### src/rtl/capture_compare.sv
// Per-pin capture/expect comparator with masked compare, sticky fail flags,
// saturating fail counters and first-failure index tracking.
module capture_compare #(
    parameter int PINS  = 16,
    parameter int CNT_W = 16
) (
    input  logic             s_clk,
    input  logic             reset,
    input  logic             start,
    input  logic             stop,
    input  logic             cap_valid,
    input  logic [PINS-1:0]  cap_data,
    input  logic [PINS-1:0]  exp_data,
    input  logic [PINS-1:0]  exp_mask,
    input  logic             exp_empty,
    output logic             exp_rdreq,
    input  logic [3:0]       addr,
    output logic [CNT_W-1:0] fail_count,
    output logic [PINS-1:0]  fail_pins,
    output logic [CNT_W-1:0] first_fail_idx,
    output logic             busy,
    output logic             done,
    output logic             pass,
    output logic             underrun,
    output logic [1:0]       state_indication
);

    typedef enum logic [1:0] {
        ST_IDLE  = 2'd0,
        ST_RUN   = 2'd1,
        ST_DRAIN = 2'd2,
        ST_DONE  = 2'd3
    } state_e;

    state_e            state_q;
    logic              clear;
    logic              accept;

    logic              mm_vld_q,   mm_vld_d;
    logic [PINS-1:0]   mm_vec_q,   mm_vec_d;
    logic [CNT_W-1:0]  mm_idx_q,   mm_idx_d;
    logic [CNT_W-1:0]  idx_q,      idx_d;
    logic              underrun_q, underrun_d;
    logic [PINS-1:0]   pins_q,     pins_d;
    logic [CNT_W-1:0]  first_q,    first_d;
    logic [CNT_W-1:0]  cnt_q [PINS];
    logic [CNT_W-1:0]  cnt_d [PINS];

    assign clear     = start & ((state_q == ST_IDLE) | (state_q == ST_DONE));
    assign accept    = (state_q == ST_RUN) & cap_valid & ~exp_empty;
    assign exp_rdreq = accept;

    always_ff @(posedge s_clk or negedge reset) begin
        if (!reset) begin
            state_q <= ST_IDLE;
        end else begin
            case (state_q)
                ST_IDLE:  if (start) state_q <= ST_RUN;
                ST_RUN:   if (stop)  state_q <= ST_DRAIN;
                ST_DRAIN: state_q <= ST_DONE;
                ST_DONE:  if (start) state_q <= ST_RUN;
                default:  state_q <= ST_IDLE;
            endcase
        end
    end

    always_comb begin
        mm_vld_d   = accept;
        mm_vec_d   = accept ? ((cap_data ^ exp_data) & exp_mask) : '0;
        mm_idx_d   = idx_q;
        idx_d      = idx_q;
        underrun_d = underrun_q;
        pins_d     = pins_q;
        first_d    = first_q;
        cnt_d      = cnt_q;

        if (accept && (idx_q != '1)) idx_d = idx_q + CNT_W'(1);
        if ((state_q == ST_RUN) && cap_valid && exp_empty) underrun_d = 1'b1;

        // Commit stage runs in any state so a sample taken on the stop edge lands in DRAIN.
        if (mm_vld_q) begin
            for (int unsigned i = 0; i < PINS; i++) begin
                if (mm_vec_q[i] && (cnt_q[i] != '1)) cnt_d[i] = cnt_q[i] + CNT_W'(1);
            end
            pins_d = pins_q | mm_vec_q;
            if ((pins_q == '0) && (mm_vec_q != '0)) first_d = mm_idx_q;
        end

        if (clear) begin
            mm_vld_d   = 1'b0;
            mm_vec_d   = '0;
            idx_d      = '0;
            underrun_d = 1'b0;
            pins_d     = '0;
            first_d    = '1;
            for (int unsigned i = 0; i < PINS; i++) cnt_d[i] = '0;
        end
    end

    always_ff @(posedge s_clk or negedge reset) begin
        if (!reset) begin
            mm_vld_q   <= 1'b0;
            mm_vec_q   <= '0;
            mm_idx_q   <= '0;
            idx_q      <= '0;
            underrun_q <= 1'b0;
            pins_q     <= '0;
            first_q    <= '1;
            for (int unsigned i = 0; i < PINS; i++) cnt_q[i] <= '0;
        end else begin
            mm_vld_q   <= mm_vld_d;
            mm_vec_q   <= mm_vec_d;
            mm_idx_q   <= mm_idx_d;
            idx_q      <= idx_d;
            underrun_q <= underrun_d;
            pins_q     <= pins_d;
            first_q    <= first_d;
            for (int unsigned i = 0; i < PINS; i++) cnt_q[i] <= cnt_d[i];
        end
    end

    always_comb begin
        fail_count = '0;
        for (int unsigned i = 0; i < PINS; i++) begin
            if ((i < 16) && (4'(i) == addr)) fail_count = cnt_q[i];
        end
    end

    assign fail_pins        = pins_q;
    assign first_fail_idx   = first_q;
    assign underrun         = underrun_q;
    assign busy             = (state_q == ST_RUN) | (state_q == ST_DRAIN);
    assign done             = (state_q == ST_DONE);
    assign pass             = done & (pins_q == '0) & ~underrun_q;
    assign state_indication = state_q;

endmodule

### config.mk
export PLATFORM = sky130hd
export DESIGN_NAME = capture_compare
export DESIGN_NICKNAME = d
export VERILOG_FILES = /design/src/rtl/capture_compare.sv
export SDC_FILE = /design/constraint.sdc
export NUM_CORES = 1
export LEC_CHECK = 0
export BUFFER_PORTS_ARGS = -buffer_cell sky130_fd_sc_hd__buf_2
export CAP_MARGIN = 20
export CORE_ASPECT_RATIO = 1.5
export CORE_MARGIN = 2
export CORE_UTILIZATION = 45
export DETAILED_ROUTE_END_ITERATION = 8
export PLACE_DENSITY = 0.71
export SLEW_MARGIN = 20
export SYNTH_ARGS = -nofsm -noshare
export SYNTH_HDL_FRONTEND = slang
export SYNTH_SLANG_ARGS = --single-unit
### constraint.sdc
create_clock -name s_clk -period 2 [get_ports s_clk]
set_clock_uncertainty 0.05 [all_clocks]
set_input_delay 0.1 -clock s_clk [delete_from_list [all_inputs] [get_ports s_clk]]
set_output_delay 0.1 -clock s_clk [all_outputs]
set_load 0.02 [all_outputs]
# == Yosys cells after proc, flatten, opt, wreduce, memory -nomap -nowiden ==
# Cells that the tools add are included.
# op_classes
addsub,17
n_eq_ne,37
n_mux,49
n_bitwise,12
reduce_logical,63
# op_table
operator,n
16-bit 2-to-1 mux,41
256-bit 2-to-1 mux,2
16-bit by 1-bit adder with 16-bit output (second input constant),17
16-bit inequality test (second input constant),17
2-bit nonzero test,20
2-bit AND reduction,18
4-bit equality test (first input constant),8
1-bit logical AND,20
16-bit AND,1
3-bit by 4-bit equality test with 1-bit output (first input constant),4
16-bit logical NOT,1
16-bit OR,1
16-bit nonzero test,1
16-bit XOR,1
2-bit by 4-bit equality test with 1-bit output (first input constant),2
2-bit one-hot mux with 3 select lines,1
1-bit AND,5
1-bit by 4-bit equality test with 1-bit output (first input constant),1
2-bit equality test (second input constant),2
4-bit logical NOT,1
2-bit 2-to-1 mux,2
1-bit 2-to-1 mux,3
2-bit by 1-bit equality test with 1-bit output (second input constant),1
2-bit logical NOT,1
5 further kinds,7
# totals
register_bits,340
in_bits,58
out_inout_bits,55
word_cells,202

# == Logic depth before layout (Yosys ltp) ==
# Gate-level depths: netlist (run 1).
# depth
ltp_word,17
ltp_mapped,9
mapped_depth_nobuf,7

# == Least setup slack after synthesis (run 1) ==
# OpenSTA, ideal clock, no wires.
# synth_timing
kind,reg2reg
startpoint,"reg state_q[1], in the netlist state_indication[1]"
endpoint,reg idx_q[11]
setup_time_ps,78
t_arrival_ps,1948
required_time_ps,1872
path_slack_ps,-76
stages_incl_launch_ff,7
n_path_buf,0
synth_period_minus_slack_ps,2076
path_cell_list,dfrtp_1 inv_1 ha_1 nand3b_1 or4_1 or3_1 a21oi_1
# synth_via
elab_chain_len,5
elab_cells_between_ends,10
classes_between,eq/ne: 2; mux: 1; bitwise: 4; reduce/logical: 3
# synth_rtl
element,line_no,rtl
"start, declared",35,state_e state_q;
"start signal, assigned",55,state_q <= ST_IDLE;
"start signal, assigned",58,ST_IDLE: if (start) state_q <= ST_RUN;
"start signal, assigned",59,ST_RUN: if (stop) state_q <= ST_DRAIN;
2-bit by 1-bit equality test with 1-bit output,50,assign accept = (state_q == ST_RUN) & cap_valid & ~exp_empty;
1-bit AND (2 in series),50,
1-bit logical AND,77,if (accept && (idx_q != '1)) idx_d = idx_q + CNT_W'(1);
2-bit nonzero test (no line),-,
"end signal, assigned",114,idx_q <= idx_d;
"end, declared",42,"logic [CNT_W-1:0] idx_q, idx_d;"
# Parallel ways exist; a longest one is shown, timed or not.
# A chain may end at the register's enable or synchronous reset.

# == Worst setup path after layout (run 1) ==
# layout_timing
startpoint,reg cnt_q[253] (netlist name)
endpoint,out fail_count[13]
# layout_via
elab_chain_len,16
# layout_rtl
element,line_no,rtl
"start, declared",46,logic [CNT_W-1:0] cnt_q [PINS];
16-bit 2-to-1 mux (16 in series),125,if ((i < 16) && (4'(i) == addr)) fail_count = cnt_q[i];
"end, declared",18,"output logic [CNT_W-1:0] fail_count,"
# Every way passes these cells.

==> impl_metrics.ini, run 1 <==
[synth]
synthArstFlopShare = 1.000
ys_types = 84
synth_edf_count = 0
synthCells = 2171
yosys_warnings = 0
syn_area_sq_um = 19670
synth_largest_area_cell = dfrtp_1
avgSynthCellArea_sq_um = 9.062
ys_seq_elements = 340
dominantRegCellSynth = dfrtp_1
synth.top_cell.area_share = 0.4121
yosysSeqAreaShare = 0.4335
synth_area_leaders = dfrtp_1, xnor2_1, nor2_1, a21oi_1, xor2_1
synth_nets = 2248

[clocking]
tritoncts = done
clk_pin_slew_ns = 0.06
cts_buffer_depth = 3
cts_buffers = 34
htree_num_levels = 2
insertion_delay_ns = 0.57
root_buffer = clkbuf_16
cts.sink_count = 340

[die]
io_pins = 113
fp.dieW_um = 174.7
core_area_sq_um = 43050
start_util = 0.4569
num_rows = 93
dieArea_sq_um = 45440
die-height_um = 260.1

[timing]
tns_ns = -3.639
fin_crit_sh = 1.164
worstMarginPinSlew_ns = 0.5447
fin_crit_ns = 2.328
hold_ws_ns = -0.004258
finalMaxSlewViolations = 0
rsz0062_at_grt = yes
hold_viol = 2
postLayoutSetupSlackWorst_ns = -0.3284
max_freq_ghz = 0.4295
finalSetupViolCount = 31
slew_headroom = 0.6335

[pwr]
power.density_nw_per_um2 = 704.4
total_leakage_power_uw = 0.01094
totalPowerFinal_uw = 18260
ir_worst_vdd_mv = 1.305

[route]
post_drt_wl_per_cell_um = 21.34
drcViolationCount = 0
finalWirelength_mm = 67.08
dr.first_iter.drc_count = 1644
first_pass_iters = 6
dr_total_vias = 18750
vias_per_cell = 5.966
ant_nets = 0

[worst_setup_path]
reg2reg_to = first_fail_idx[15]
regToRegStartpoint = fail_pins[3]
crit_required_ns = 1.85
reg2reg_depth = 8
arrival_ns = 2.18
r2r_setup_slack_ns = -0.05
critPathMaxFanout = 2
path_class = reg2out
endpoint_kind = output pin
cp-start-kind = register

[global_routing]
grt_usage = 0.2866
antenna_found_initial = 1
grt_pass1_vias = 18600
grt_pass1_wl_mm = 102.6
grt_max_degree = 71
grt-ovfl-total = 0

[outcome]
outcome = finished with violations
violations = negative hold slack, negative setup slack

[finish]
fin_cells = 3143
post-route-util = 0.6022
area_growth_pct = 31.79
drive_above_1_share = 0.2850
finalNetCount = 2623

[place]
buffer_ports.inserted = 112
dp_cells = 2965
hpwl_mm = 47.15
finalWeightedCongestion = 1.015

[run]
maxCapViolCount = 0

[hold_path]
hold_class = in2async
==> cell usage in the layout (no fill, tap or decap), types with 17 or more instances in the layout <==
cell type	n
a21oi_1	98
a31oi_1	19
and2_1	17
and3_1	42
and4_1	26
buf_12	23
buf_2	92
buf_4	277
clkbuf_16	36
dfrtp_1	285
dfrtp_2	39
dlygate4sd3_1	54
inv_1	21
mux2i_1	32
nand2_1	138
nand3_1	91
nand4_1	77
nor2_1	318
nor3_1	74
nor3_2	35
nor3b_1	20
nor4_1	27
o211ai_1	18
o21ai_0	76
o21ai_1	17
or3_1	24
xnor2_1	165
xor2_1	61
==> area by class of cell <==
type                       count  area (sq um)
clock buffer                  46         965.9
fill                        3536         17130
multi-input combinational   1681         11490
sequential                   340          8577
clock inverter                16         305.3
timing repair buffer         464          3775
antenna                        1         2.502
inverter                      25         93.84
tap                          570         713.2
==> logic make-up (layout without fill, tap and decap cells) <==
| kind of cell | after synthesis | after routing | synth area share |
|---|---|---|---|
| muxes | 62 | 62 | 0.03994 |
| AOI/OAI and AO/OA | 356 | 356 | 0.1108 |
| and+or+nand+nor | 1017 | 1017 | 0.2706 |
| DFF | 340 | 340 | 0.4335 |
| xor gates and xnor gates | 227 | 227 | 0.1011 |
| buffers and inverters | 150 | 551 | 0.03199 |
| adders and majority gates | 19 | 19 | 0.01208 |
| other | 0 | 1 | 0 |
==> worst max-delay path, stage by stage, from the launching register on <==
cell and delay [ns]:
dfrtp_1 0.42, mux2_4 0.29, nand3_2 0.06, nand4_1 0.20, o2111ai_2 0.20, o211ai_1 0.24
buf_4 0.22
==> sequential cells by signal, summed over array words and instances, names as in the netlist <==
register / count
cnt_q: 256
fail_pins: 16
first_fail_idx: 16
idx_q: 16
mm_idx_q: 16
mm_vec_q: 16
mm_vld_q: 1
state_indication: 2
underrun: 1
==> repair_timing <==
action	in CTS	in global routing
endpoints found under the hold margin	306	0
pin swaps	42	41
hold buffers	54	0
setup buffers	42	25
gates cloned	0	3
resized for setup	156	117
setup endpoints to repair	53	94
==> synthesized netlist by cell type (all sizes together) (38+ instances only) <==
cell type	instances
xor2	61
nor3	118
nand2	144
dfrtp	324
buf	45
a21oi	115
mux2i	38
o21ai	104
clkbuf	80
xnor2	166
nand3	95
and3	44
nor4	48
nand4	78
nor2	321
==> per-layer routing <==
metal,GRT usage,up-vias,part of all wire
met4,0.1306,0,0.049
met3,0.04327,166,0.062
li1,-,8541,-
met5,0,-,0
met1,0.3452,9321,0.39
met2,0.5046,723,0.50
==> report_power, final <==
group	switching [uW]	internal, uW	total (uW)
logic	2480	1310	3790
clock network	3000	4250	7260
registers	145	7070	7210
==> per-stage QoR <==
| step | setup WS (ns) | cell area [sq um] |
|---|---|---|
| after floorplan | 0.02347 | 19680 |
| after global placement | -0.3108 | 22510 |
| after detailed placement | -0.2606 | 22510 |
| after CTS | -0.3283 | 25190 |
| after global routing | -0.3839 | 25920 |
| final | -0.3284 | 25930 |
==> worst max-delay path by stage <==
stage | startpoint | to | depth (start not counted)
after floorplan | state_indication[0] | cnt_q[114] | 6
after global placement | addr[2] | fail_count[1] | 9
after detailed placement | addr[2] | fail_count[1] | 9
after CTS | cnt_q[250] | fail_count[10] | 4
after global routing | cnt_q[55] | fail_count[7] | 7
final | cnt_q[253] | fail_count[13] | 6
Note: power is estimated with default switching activity, not from simulation.
==> inputs of run 2 (changes only) <==
Settings changed: SKIP_LAST_GASP from default to 1.
==> run 2 against run 1 <==
Compared with the run above:
- the flow still finishes with violations (negative hold slack, negative setup slack)
- final cell count unchanged
- flip-flop and latch count unchanged
- sequential share of layout area about the same
- combinational power about the same
- utilization down 0.13 points
- maximum frequency up 0.44%
- via count up 0.49%
- register-to-register slack about the same
- clock power about the same
- largest cell class unchanged
==> impl_metrics.ini, run 2 (synthesized netlist as in run 1, its figures left out) <==
[outcome]
outcome = finished with violations
violations = negative hold slack, negative setup slack

[route]
dr_total_vias = 18840
post_drt_wl_per_cell_um = 21.33
ant_nets = 0
vias_per_cell = 5.995
first_pass_iters = 5
dr.first_iter.drc_count = 1601
drcViolationCount = 0
finalWirelength_mm = 67.04

[finish]
final_common_cell = nor2_1
mostFrequentLayoutCells = nor2_1, dfrtp_1, buf_4, xnor2_1, nand2_1
drive_above_1_share = 0.2795
largest_register = cnt_q
area_growth_pct = 31.50
finalNetCount = 2623
largest_reg_flops = 256

[worst_setup_path]
path_buf_inv = 1
worst_path_max_delay_cell = dfrtp_1
critPathMaxFanout = 2
path_class = reg2out
crit_required_ns = 1.85
crit_chain = mux2_4 > nand3_2 > nand4_1 > o2111ai_2 > o211ai_1 > buf_4
path_depth = 6
crit_path_max_incr_delay_ns = 0.42
reg2reg_depth = 8
arrival_ns = 2.17
path_delay_family = compound AO/OA/AOI/OAI gates
endpoint_kind = output pin
cp-start-kind = register

[pwr]
switching_share = 0.3091
power.density_nw_per_um2 = 706.4
total_leakage_power_uw = 0.01093
pwr-share-clk = 0.398
power_frac_seq = 0.395
p_switching_uw = 5648
combPwrFrac = 0.207
cellInternalPower_uw = 12630
ir_worst_vdd_mv = 1.304

[clocking]
cts_buffers = 34
root_buffer = clkbuf_16
htree_num_levels = 2
clk_pin_slew_ns = 0.06
tritoncts = done
cts_buffer_depth = 3
insertion_delay_ns = 0.57
cts.sink_count = 340

[timing]
max_freq_ghz = 0.4314
postLayoutSetupSlackWorst_ns = -0.3181
finalSetupViolCount = 33
rsz0062_at_grt = yes
hold_ws_ns = -0.008378
slew_headroom = 0.5860
worstMarginPinSlew_ns = 0.6154
finalMaxSlewViolations = 0
fin_crit_ns = 2.318
fin_crit_sh = 1.159
tns_ns = -3.881
hold_viol = 3

[global_routing]
grt-ovfl-total = 0
grt_pass1_vias = 18590
grt_pass1_wl_mm = 102.5
grt_max_degree = 71
grt_usage = 0.2861
antenna_found_initial = 1

[die]
dieArea_sq_um = 45440
fp.dieW_um = 174.7
core_area_sq_um = 43050
num_rows = 93
io_pins = 113
start_util = 0.4569
die-height_um = 260.1

[place]
hpwl_mm = 47.15
finalWeightedCongestion = 1.015
pre_cts_ws_ns = -0.2606
buffer_ports.inserted = 112

[run]
maxCapViolCount = 0

[hold_path]
hold_class = in2async
run 2: cell counts in the layout (fill, tap and decap cells not counted):
Identical to the previous run, type by type.
run 2: metal layers:
metal / global-route usage / part of all wire / vias up
li1: - / - / 8538
met1: 0.3467 / 0.39 / 9358
met2: 0.5038 / 0.50 / 768
met3: 0.04050 / 0.059 / 179
met4: 0.1296 / 0.051 / 0
met5: 0 / 0 / -
run 2: final cells by class:
| cell class | instances | area [sq um] |
|---|---|---|
| tap | 570 | 713.2 |
| clock buffer | 46 | 965.9 |
| fill | 3547 | 17180 |
| sequential | 340 | 8569 |
| clock inverter | 16 | 305.3 |
| timing repair buffer | 464 | 3769 |
| inverter | 25 | 93.84 |
| multi-input combinational | 1681 | 11450 |
| antenna | 1 | 2.502 |
run 2: what timing repair did:
item,CTS,global route
resized for setup,146,111
cloned,0,3
setup endpoints to repair,53,94
hold buffers,54,0
endpoints found under the hold margin,306,0
setup buffers,42,25
pin swaps,42,40
run 2: worst paths after layout:
path	startpoint	endpoint	slack [ns]
worst max-delay path	cnt_q[253]	fail_count[13]	-0.32
worst min-delay path	reset	cnt_q[238]	-0.008
worst max register to register	fail_pins[3]	first_fail_idx[15]	-0.05
worst min register to register	idx_q[1]	mm_idx_q[1]	0.38
max in group asynchronous	reset	first_fail_idx[4]	1.13
min in group s_clk	exp_empty	idx_q[1]	0.13
run 2: power groups by stage:
| stage | Sequential [uW] | Clock, uW | Combinational [uW] |
|---|---|---|---|
| after CTS | 7190 | 7340 | 3560 |
| after global placement | 7310 | 0 | 3250 |
| final | 7210 | 7270 | 3790 |
| after global routing | 7230 | 7620 | 4030 |
| after detailed placement | 7310 | 0 | 3290 |
| after floorplan | 7410 | 0 | 1620 |
run 2: metrics by stage:
step	cells	area [sq um]	total power, uW	util
final	3143	25870	18280	0.6009
after detailed placement	2965	22510	10590	0.5228
after global placement	2965	22510	10550	0.5228
after global routing	3142	25870	18870	0.6008
after floorplan	2171	19680	9024	-
after CTS	3116	25140	18090	0.5840
==> inputs of run 3 (changes only) <==
Settings changed: REMOVE_ABC_BUFFERS from default to 1.
==> run 3 against run 2 <==
Compared with the run above:
- the flow finishes with violations (negative setup slack)
- critical path depth is the same
- via count grew 0.80%
- die area is the same
- clock power shrank 8.3%
- hold slack gained 0.051 ns
- global-route usage grew 0.85 points
- sequential power is essentially flat
- final area grew 0.82%
- maximum frequency grew 0.61%
- clock-buffer cell count grew 3
- final cell count grew 1.1%
- combinational power grew 2%
- critical path type unchanged
- largest cell class unchanged
==> impl_metrics.ini, run 3 (synthesized netlist as in run 1, its figures left out) <==
[die]
io_pins = 113
core_area_sq_um = 43050
die-height_um = 260.1
fp.dieW_um = 174.7
num_rows = 93
dieArea_sq_um = 45440
start_util = 0.4569

[finish]
finalNetCount = 2664
nFillCells = 3629
final_common_cell = nor2_1
largest_register = cnt_q
mostFrequentLayoutCells = nor2_1, buf_4, dfrtp_1, xnor2_1, nand2_1
largest_reg_flops = 256
fin_cells = 3179
drive_above_1_share = 0.3014
area_growth_pct = 32.58
finish.instance_area_sq_um = 26080

[pwr]
power.density_nw_per_um2 = 680.6
cellInternalPower_uw = 12250
total_leakage_power_uw = 0.01100
combPwrFrac = 0.218
switching_share = 0.3101
p_switching_uw = 5505
totalPowerFinal_uw = 17750
power_frac_seq = 0.406
pwr-share-clk = 0.376
ir_worst_vdd_mv = 1.319

[place]
buffer_ports.inserted = 112
dp_cells = 2985
hpwl_mm = 49.17
finalWeightedCongestion = 0.9898
placed_area_sq_um = 22610

[timing]
fin_crit_ns = 2.304
finalSetupViolCount = 32
worstMarginPinSlew_ns = 0.5689
hold_viol = 0
slew_headroom = 0.6207
finalMaxSlewViolations = 0
postLayoutSetupSlackWorst_ns = -0.3040
fin_crit_sh = 1.152
rsz0062_at_grt = yes
max_freq_ghz = 0.4340

[worst_setup_path]
worst_path_max_delay_cell = dfrtp_1
critPathMaxFanout = 2
reg2reg_depth = 8
path_delay_family = compound AO/OA/AOI/OAI gates
arrival_ns = 2.15
crit_chain = mux2_4 > a221oi_2 > nor2_1 > a32oi_2 > o21ai_1 > buf_4
path_class = reg2out
crit_required_ns = 1.85
reg2reg_to = first_fail_idx[3]
cp-start-kind = register
r2r_setup_slack_ns = -0.20
crit_path_max_incr_delay_ns = 0.42
path_buf_inv = 1
endpoint_kind = output pin
regToRegStartpoint = fail_pins[7]

[route]
finalWirelength_mm = 68.71
post_drt_wl_per_cell_um = 21.61
vias_per_cell = 5.975
dr.first_iter.drc_count = 1433
drcViolationCount = 0
dr_total_vias = 18990
first_pass_iters = 8
ant_nets = 0

[global_routing]
grt_max_degree = 65
grt_pass1_vias = 18830
antenna_found_initial = 1
grt_usage = 0.2946
grt_pass1_wl_mm = 105.3
grt-ovfl-total = 0

[outcome]
violations = negative setup slack
outcome = finished with violations

[hold_path]
hold_class = in2async

[clocking]
tritoncts = done
cts.sink_count = 340
htree_num_levels = 2
insertion_delay_ns = 0.54
root_buffer = clkbuf_16
clk_pin_slew_ns = 0.07
cts_buffer_depth = 3
cts_buffers = 36

[run]
maxCapViolCount = 0
## run 3: power groups by stage
stage	clock network, uW	registers [uW]	logic [uW]
floorplan	0	7350	913
global placement	0	7300	3280
detailed placement	0	7310	3340
CTS	6730	7190	3610
global route	7010	7210	4120
finish	6670	7210	3880
## run 3: worst max-delay path by stage
stage / from / end / slack (ns) / depth (start not counted)
final: cnt_q[55] / fail_count[7] / -0.30 / 6
after global routing: fail_pins[7] / pass / -0.30 / 6
after CTS: cnt_q[55] / fail_count[7] / -0.30 / 6
after detailed placement: fail_pins[13] / first_fail_idx[3] / -0.32 / 7
after global placement: fail_pins[13] / first_fail_idx[4] / -0.37 / 7
after floorplan: state_indication[1] / mm_vec_q[0] / -5.70 / 5
## run 3: routing by layer
layer / routed length (um) / GRT usage / vias up
met5: 0 / 0 / -
met4: 3308 / 0.1350 / 0
met3: 4014 / 0.03801 / 180
met2: 34850 / 0.5206 / 770
met1: 26530 / 0.3573 / 9418
li1: - / - / 8625
## run 3: through the flow
stage / util / hold slack [ns] / setup TNS [ns] / setup slack [ns]
after floorplan: - / -0.2456 / -1362.44 / -5.695
after global placement: 0.5253 / 0.04873 / -4.714 / -0.3661
after detailed placement: 0.5253 / 0.05303 / -4.471 / -0.3179
after CTS: 0.5856 / 0.09113 / -3.206 / -0.3041
after global routing: 0.6058 / 0.1172 / -9.034 / -0.3048
final: 0.6058 / 0.04311 / -4.980 / -0.3040
## run 3: final cells by class
| class | count | area (sq um) | area share |
|---|---|---|---|
| flip-flops and latches | 340 | 8598 | 0.3297 |
| inverters | 25 | 93.84 | 0.003598 |
| clock buffers | 49 | 1021 | 0.03914 |
| diodes | 1 | 2.502 | 0.00009594 |
| clock inverters | 10 | 107.6 | 0.004125 |
| repair buffers | 503 | 4048 | 0.1552 |
| well taps | 570 | 713.2 | 0.02734 |
| multi-input cells | 1681 | 11500 | 0.4409 |
## run 3: what timing repair did
item                                    CTS  global route
cloned                                    0             3
setup buffers                            54            34
endpoints found under the hold margin   345             0
pin swaps                                46            51
hold buffers                             54             0
resized for setup                       173           134
endpoints found under the setup margin   62            79
